### config.mk
export PLATFORM = sky130hd
export DESIGN_NAME = sa_ctrl
export DESIGN_NICKNAME = d
export VERILOG_FILES = /design/src/rtl/sa_pkg.sv /design/src/rtl/sa_skew_line.sv /design/src/rtl/sa_ctrl.sv
export SDC_FILE = /design/constraint.sdc
export NUM_CORES = 1
export LEC_CHECK = 0
export ABC_AREA = 0
export CAP_MARGIN = 25
export CORE_MARGIN = 2
export CORE_UTILIZATION = 38
export DETAILED_ROUTE_END_ITERATION = 7
export HOLD_SLACK_MARGIN = 0.15
export PLACE_DENSITY = 0.79
export SKIP_LAST_GASP = 1
export SYNTH_ARGS = -nofsm -noshare
export SYNTH_HDL_FRONTEND = slang
export SYNTH_SLANG_ARGS = --single-unit
### constraint.sdc
create_clock -name sc_clk -period 2.05 [get_ports sc_clk]
set_clock_uncertainty 0.15 [all_clocks]
set_input_delay 0.41 -clock sc_clk [delete_from_list [all_inputs] [get_ports sc_clk]]
set_output_delay 0.41 -clock sc_clk [all_outputs]
set_load 0.02 [all_outputs]
### src/rtl/sa_pkg.sv
// sa_pkg: shared defaults, FSM encoding and row-slicing helper for the systolic-array sequencer.
package sa_pkg;

    localparam int DEF_DATA_WIDTH = 16;
    localparam int DEF_DIM        = 2;

    localparam logic [1:0] ST_IDLE  = 2'd0;
    localparam logic [1:0] ST_LOAD  = 2'd1;
    localparam logic [1:0] ST_FEED  = 2'd2;
    localparam logic [1:0] ST_DRAIN = 2'd3;

    typedef enum logic [1:0] {
        IDLE  = ST_IDLE,
        LOAD  = ST_LOAD,
        FEED  = ST_FEED,
        DRAIN = ST_DRAIN
    } sa_state_e;

    // Bit offset of column col inside a packed row of width-bit elements.
    function automatic int col_lsb(input int col, input int width);
        return col * width;
    endfunction

endpackage

### src/rtl/sa_skew_line.sv
// sa_skew_line: DATA_WIDTH-bit delay line of DEPTH registers; DEPTH = 0 degenerates to a wire.
module sa_skew_line
    import sa_pkg::*;
#(
    parameter int DATA_WIDTH = DEF_DATA_WIDTH,
    parameter int DEPTH      = 1
) (
    input  logic                  clk,
    input  logic                  rst_n,
    input  logic [DATA_WIDTH-1:0] din,
    output logic [DATA_WIDTH-1:0] dout
);

    if (DEPTH == 0) begin : g_wire
        assign dout = din;
        logic unused_clk_rst;
        assign unused_clk_rst = clk ^ rst_n;
    end else begin : g_reg
        logic [DEPTH-1:0][DATA_WIDTH-1:0] stage_q;

        // NOTE: pipeline stages are flops, not memory, so they are reset; a stale
        // element left in flight would otherwise surface as a bogus result after reset.
        always_ff @(posedge clk or negedge rst_n) begin
            if (!rst_n) begin
                stage_q <= '0;
            end else begin
                stage_q[0] <= din;
                for (int k = 1; k < DEPTH; k++) begin
                    stage_q[k] <= stage_q[k-1];
                end
            end
        end

        assign dout = stage_q[DEPTH-1];
    end

endmodule

### src/rtl/sa_ctrl.sv
// sa_ctrl: preloads B rows, streams skewed A rows and deskews C rows for a DIM x DIM systolic array.
// Define SA_CTRL_PERF_EN to add the sc_bubble_cnt output (FEED cycles without a valid A row).
module sa_ctrl
    import sa_pkg::*;
#(
    parameter int DATA_WIDTH = DEF_DATA_WIDTH,
    parameter int DIM        = DEF_DIM,
    parameter int ARRAY_LAT  = 1,
    parameter int CNT_W      = 8
) (
    input  logic                      sc_clk,
    input  logic                      sc_rst_n,
    input  logic                      sc_start,
    input  logic [CNT_W-1:0]          sc_n_rows,
    output logic                      sc_busy,
    output logic                      sc_done,
    input  logic [DIM*DATA_WIDTH-1:0] sc_w_data,
    input  logic                      sc_w_valid,
    output logic                      sc_w_ready,
    input  logic [DIM*DATA_WIDTH-1:0] sc_a_data,
    input  logic                      sc_a_valid,
    output logic                      sc_a_ready,
    output logic                      sc_sa_load,
    output logic [DIM*DATA_WIDTH-1:0] sc_sa_rd,
    output logic [DIM-1:0]            sc_sa_bd_pe,
    output logic [DIM*DATA_WIDTH-1:0] sc_sa_fdi,
    input  logic [DIM*DATA_WIDTH-1:0] sc_sa_gd,
    output logic [DIM*DATA_WIDTH-1:0] sc_res_data,
    output logic                      sc_res_valid
`ifdef SA_CTRL_PERF_EN
    ,
    output logic [CNT_W-1:0]          sc_bubble_cnt
`endif
);

    localparam int ROW_W   = DIM * DATA_WIDTH;
    localparam int TAG_LEN = 2 * DIM - 1 + ARRAY_LAT;
    // Data path: row register + array + deskew reaches ARRAY_LAT+DIM; the tail stage pads to TAG_LEN.
    localparam int OUT_LAT = TAG_LEN - ARRAY_LAT - DIM;
    localparam int WCNT_W  = (DIM > 1) ? $clog2(DIM) : 1;
    localparam logic [WCNT_W-1:0] W_LAST = WCNT_W'(DIM - 1);

    sa_state_e          state_q, state_d;
    logic [WCNT_W-1:0]  w_cnt_q;
    logic [CNT_W-1:0]   rows_left_q;
    logic [ROW_W-1:0]   row_q;
    logic [TAG_LEN-1:0] tag_sr_q;
    logic               w_hs, a_hs, start_acc;

    assign w_hs      = sc_w_valid & sc_w_ready;
    assign a_hs      = sc_a_valid & sc_a_ready;
    assign start_acc = (state_q == IDLE) & sc_start;

    assign sc_busy      = (state_q != IDLE);
    assign sc_sa_bd_pe  = DIM'(1);
    assign sc_res_valid = tag_sr_q[TAG_LEN-1];

    // NOTE: state and counters use non-blocking assignments so every flop samples
    // pre-edge values, independent of the order the simulator runs processes.
    always_ff @(posedge sc_clk or negedge sc_rst_n) begin
        if (!sc_rst_n) begin
            state_q <= IDLE;
        end else begin
            state_q <= state_d;
        end
    end

    // NOTE: every output of this block gets a default first, so no path can infer a latch.
    always_comb begin
        state_d    = state_q;
        sc_w_ready = 1'b0;
        sc_a_ready = 1'b0;
        sc_sa_load = 1'b0;
        sc_sa_rd   = '0;
        sc_done    = 1'b0;
        case (state_q)
            IDLE: begin
                if (sc_start) state_d = LOAD;
            end
            LOAD: begin
                sc_w_ready = 1'b1;
                sc_sa_load = sc_w_valid;
                sc_sa_rd   = sc_w_data;
                if (sc_w_valid && (w_cnt_q == W_LAST)) state_d = FEED;
            end
            FEED: begin
                sc_a_ready = 1'b1;
                if (sc_a_valid && (rows_left_q == CNT_W'(1))) state_d = DRAIN;
            end
            DRAIN: begin
                if (tag_sr_q == '0) begin
                    sc_done = 1'b1;
                    state_d = IDLE;
                end
            end
            default: state_d = IDLE;
        endcase
    end

    always_ff @(posedge sc_clk or negedge sc_rst_n) begin
        if (!sc_rst_n) begin
            w_cnt_q     <= '0;
            rows_left_q <= '0;
        end else begin
            if (w_hs) w_cnt_q <= (w_cnt_q == W_LAST) ? '0 : w_cnt_q + 1'b1;
            if (start_acc) begin
                rows_left_q <= (sc_n_rows == '0) ? CNT_W'(1) : sc_n_rows;
            end else if (a_hs) begin
                rows_left_q <= rows_left_q - 1'b1;
            end
        end
    end

    // Outside an accepted handshake a zero row with a cleared tag enters the pipe.
    always_ff @(posedge sc_clk or negedge sc_rst_n) begin
        if (!sc_rst_n) begin
            row_q    <= '0;
            tag_sr_q <= '0;
        end else begin
            row_q    <= a_hs ? sc_a_data : '0;
            tag_sr_q <= (tag_sr_q << 1) | TAG_LEN'(a_hs);
        end
    end

    for (genvar j = 0; j < DIM; j++) begin : g_col
        logic [DATA_WIDTH-1:0] deskewed;

        sa_skew_line #(.DATA_WIDTH(DATA_WIDTH), .DEPTH(j)) u_skew (
            .clk   (sc_clk),
            .rst_n (sc_rst_n),
            .din   (row_q[col_lsb(j, DATA_WIDTH) +: DATA_WIDTH]),
            .dout  (sc_sa_fdi[col_lsb(j, DATA_WIDTH) +: DATA_WIDTH])
        );

        sa_skew_line #(.DATA_WIDTH(DATA_WIDTH), .DEPTH(DIM - 1 - j)) u_deskew (
            .clk   (sc_clk),
            .rst_n (sc_rst_n),
            .din   (sc_sa_gd[col_lsb(j, DATA_WIDTH) +: DATA_WIDTH]),
            .dout  (deskewed)
        );

        sa_skew_line #(.DATA_WIDTH(DATA_WIDTH), .DEPTH(OUT_LAT)) u_out (
            .clk   (sc_clk),
            .rst_n (sc_rst_n),
            .din   (deskewed),
            .dout  (sc_res_data[col_lsb(j, DATA_WIDTH) +: DATA_WIDTH])
        );
    end

`ifdef SA_CTRL_PERF_EN
    logic [CNT_W-1:0] bubble_cnt_q;

    always_ff @(posedge sc_clk or negedge sc_rst_n) begin
        if (!sc_rst_n) begin
            bubble_cnt_q <= '0;
        end else if (start_acc) begin
            bubble_cnt_q <= '0;
        end else if ((state_q == FEED) && !sc_a_valid && (bubble_cnt_q != '1)) begin
            bubble_cnt_q <= bubble_cnt_q + 1'b1;
        end
    end

    assign sc_bubble_cnt = bubble_cnt_q;
`endif

endmodule

==> key figures, run 1 <==
Routing
  – Drt pass-1 iters: 4
  – Routed vias/inst: 4.40
  – Post-route ant nets: 0
  – WL per Instance: 14.3 um
  – DR iter-0 viols: 88
  – Via count: 2,713
  – DRT Wirelength: 8.80 mm
  – Post-route DRC: 0

Floorplan
  – DIE AREA: 10,400 um^2
  – IO Count: 213
  – Core Area: 9280 um^2
  – Initial Utilization: 0.394
  – Die Height: 102 um
  – Row count: 35
  – Die X: 102 um

Global route
  – GRT Util Overall: 0.166
  – Gr busiest metal: met2
  – Met3 usage: 0.0438
  – Largest net degree at the start of global routing: 45
  – Overflow after GRT: 0
  – Initial antenna violation count: 0
  – Vias in the first global route: 2,708
  – GR Util met2: 0.287
  – Global-route wire length before repair: 13.2 mm
  – Met1 global-route usage: 0.199

Logic synthesis
  – Leading register cell type out of synthesis: dfrtp_1
  – Syn Nets: 369
  – Largest family of logic cells by synthesized area: simple AND/OR/NAND/NOR gates
  – Synth area leaders: dfrtp_1, and2_1, and3_1
  – Mapped Cells: 254
  – Yosys reg bits: 111
  – Simple-gate share of the synthesized area: 0.151
  – Syn. warnings: 0
  – Synth Area in Compound Gates: 0.0229
  – Sequential share of the synthesized area: 0.758
  – Post-synthesis cell type count: 26
  – Adder-cell share of the synthesized area: 0.0205
  – Async S/R FF share, synth: 1.00
  – Xor and xnor area share after synthesis: 0.0191
  – Share of the synthesized area in the top cell type: 0.758
  – Most frequent cell after synthesis: dfrtp_1
  – Synth Area per Inst: 14.4 um^2
  – Post-synth top cells: dfrtp_1, and2_1, and3_1
  – Largest area contributor in the synthesized netlist: dfrtp_1
  – Mux cell area share after synthesis: 0.00307
  – Mapped Area: 3660 um^2
  – Post-synth EDFFs: 0

CTS
  – CTS tree: yes
  – Num CTS Buffers: 9
  – CTS clk-pin slew, worst paths: 0.12 ns
  – Clk_lat worst skew: 0.37 ns
  – H-tree Lvls: 3
  – Bufs on Longest Clock Path: 2
  – CTS root buf: clkbuf_8
  – CTS sink cnt: 111

Power and ir drop
  – Power Dens Cells: 1050 nW/um^2
  – P_leak: 2.95 nW
  – Max IR drop VDD: 787 uV

Timing
  – # setup viols final: 0
  – Final Max Tran Viols: 0
  – RSZ-0062 raised after global routing: yes
  – Final hold vios: 0
  – WHS: 0.204 ns
  – Tmin final: 2.02 ns
  – Max Fclk: 494 MHz
  – Period Utilization, post-route: 0.987

Worst setup path
  – Critical Path RT: 1.49 ns
  – Crit Path Category: flop to primary output
  – CP Capture Type: primary output
  – Worst-path fanout max: 12
  – Worst EP arrival: 1.46 ns
  – Worst Setup Start Kind: flop

Job
  – Max cap viols: 0

Placement
  – Routability Congestion: 0.748
  – Hpwl dp: 6.48 mm
  – Buffers added on ports: 210
  – Cells after DPL: 595

Final layout
  – Area Growth Syn to Fin: 72.0%
  – Final net count: 597
  – Final std cells w/o fill: 616
  – Layout cell share with drive strength beyond 1: 0.177
  – Fillcell total: 708
  – Ant diodes: 0

Hold path
  – HP Class: flop to flop

Run status
  – Status: finished, final reports clean
stage by stage:
step | setup WS (ns) | instance area (um^2) | utilization | setup TNS, ns | power, mW
floorplan | 0.206 | 3660 | - | 0 | 3.89
global placement | -0.136 | 6010 | 0.648 | -2.85 | 5.08
detailed placement | -0.170 | 6010 | 0.648 | -3.33 | 5.14
CTS | -0.0566 | 6140 | 0.662 | -0.100 | 6.41
global route | -0.0254 | 6300 | 0.678 | -0.246 | 6.98
finish | 0.0272 | 6300 | 0.678 | 0 | 6.62
worst max-delay path, cell delays in order, from the launching register on:
cell	delay [ns]
dfrtp_1	0.45
ha_4	0.21
clkbuf_16	0.16
and2_1	0.13
buf_4	0.15
registers in the layout, indices dropped and copies added, names as in the netlist:
name and cells:
g_col.u_skew.dout 16, g_col.u_deskew.dout 16, g_col.u_out.dout 32, state_q 2, w_cnt_q 1, row_q 32, tag_sr_q 4, rows_left_q 8
repair_timing:
item / CTS / global route
pin swaps: 1 / 2
setup endpoints to repair: 43 / 41
hold endpoints to repair: 30 / 0
gates resized for setup: 178 / 26
buffers inserted: 1 / 1
gates cloned: 0 / 2
hold buffers: 1 / 0
cell type report:
type	count	area (um^2)	area share
well taps	129	161	0.0256
multi-input cells	123	855	0.136
flip-flops and latches	111	2780	0.441
inverters	8	30.0	0.00477
clock inverters	7	80.1	0.0127
clock buffers	9	124	0.0197
repair buffers	229	2270	0.361
cell families after synthesis:
group	Yosys count
compound gates	13
xor+xnor	8
fa+ha+maj	6
buf+inv	20
flops	111
mux	1
other cells	2
simple gates	93
per-layer routing:
metal / vias to the layer above / part of all wire
met5: - / 0
met4: 0 / 0.014
met3: 13 / 0.062
met2: 117 / 0.54
met1: 1308 / 0.39
li1: 1275 / -
cells in the final DEF (no fill, tap or decap), types with 2 or more instances in the layout:
| cell type | synthesis | final |
|---|---|---|
| nor4_2 | 0 | 2 |
| buf_12 | 0 | 4 |
| nor2_1 | 6 | 6 |
| and3_1 | 33 | 33 |
| inv_8 | 0 | 2 |
| inv_6 | 0 | 2 |
| o21ai_0 | 2 | 2 |
| buf_6 | 0 | 12 |
| clkbuf_8 | 0 | 9 |
| conb_1 | 2 | 2 |
| and2_1 | 34 | 32 |
| and2_4 | 0 | 2 |
| dfrtp_1 | 111 | 111 |
| clkbuf_16 | 0 | 2 |
| inv_2 | 2 | 4 |
| clkdlybuf4s50_1 | 0 | 172 |
| inv_1 | 6 | 4 |
| o21ai_1 | 7 | 7 |
| ha_4 | 0 | 2 |
| xor2_1 | 5 | 4 |
| nand2_1 | 10 | 10 |
| buf_2 | 0 | 6 |
| nand3_1 | 2 | 2 |
| buf_4 | 2 | 31 |
| nand4_1 | 2 | 2 |
| ha_1 | 6 | 3 |
| xnor2_1 | 3 | 3 |
final timing paths:
check / from / to / slack [ns] / cells after the start
min in group asynchronous: sc_rst_n / g_col[0].u_out.dout[13] / 0.36 / 2
max in group asynchronous: sc_rst_n / rows_left_q[0] / 0.80 / 3
max: state_q[0] / sc_sa_rd[14] / 0.03 / 4
min: row_q[21] / g_col[1].u_skew.dout[5] / 0.20 / 0
max reg2reg: state_q[0] / rows_left_q[5] / 0.09 / 9
min reg2reg: row_q[21] / g_col[1].u_skew.dout[5] / 0.20 / 0
report_power, final:
part | switching, mW | total, mW | leakage (nW) | internal (mW)
clock | 0.800 | 1.29 | 0.100 | 0.494
sequential | 0.212 | 2.72 | 1.40 | 2.51
combinational | 1.26 | 2.61 | 1.45 | 1.35
total | 2.27 | 6.62 | 2.95 | 4.35
Power figures use the tool's default switching activity.
==> run 2, diff against run 1 <==
--- a/config.mk
+++ b/config.mk
@@ -9,6 +9,7 @@
 export CAP_MARGIN = 25
 export CORE_MARGIN = 2
 export CORE_UTILIZATION = 38
+export CTS_CLUSTER_SIZE = 40
 export DETAILED_ROUTE_END_ITERATION = 7
 export HOLD_SLACK_MARGIN = 0.15
 export PLACE_DENSITY = 0.79
==> results of run 2 <==
Final layout, timing and power as in run 1 (identical DEF).
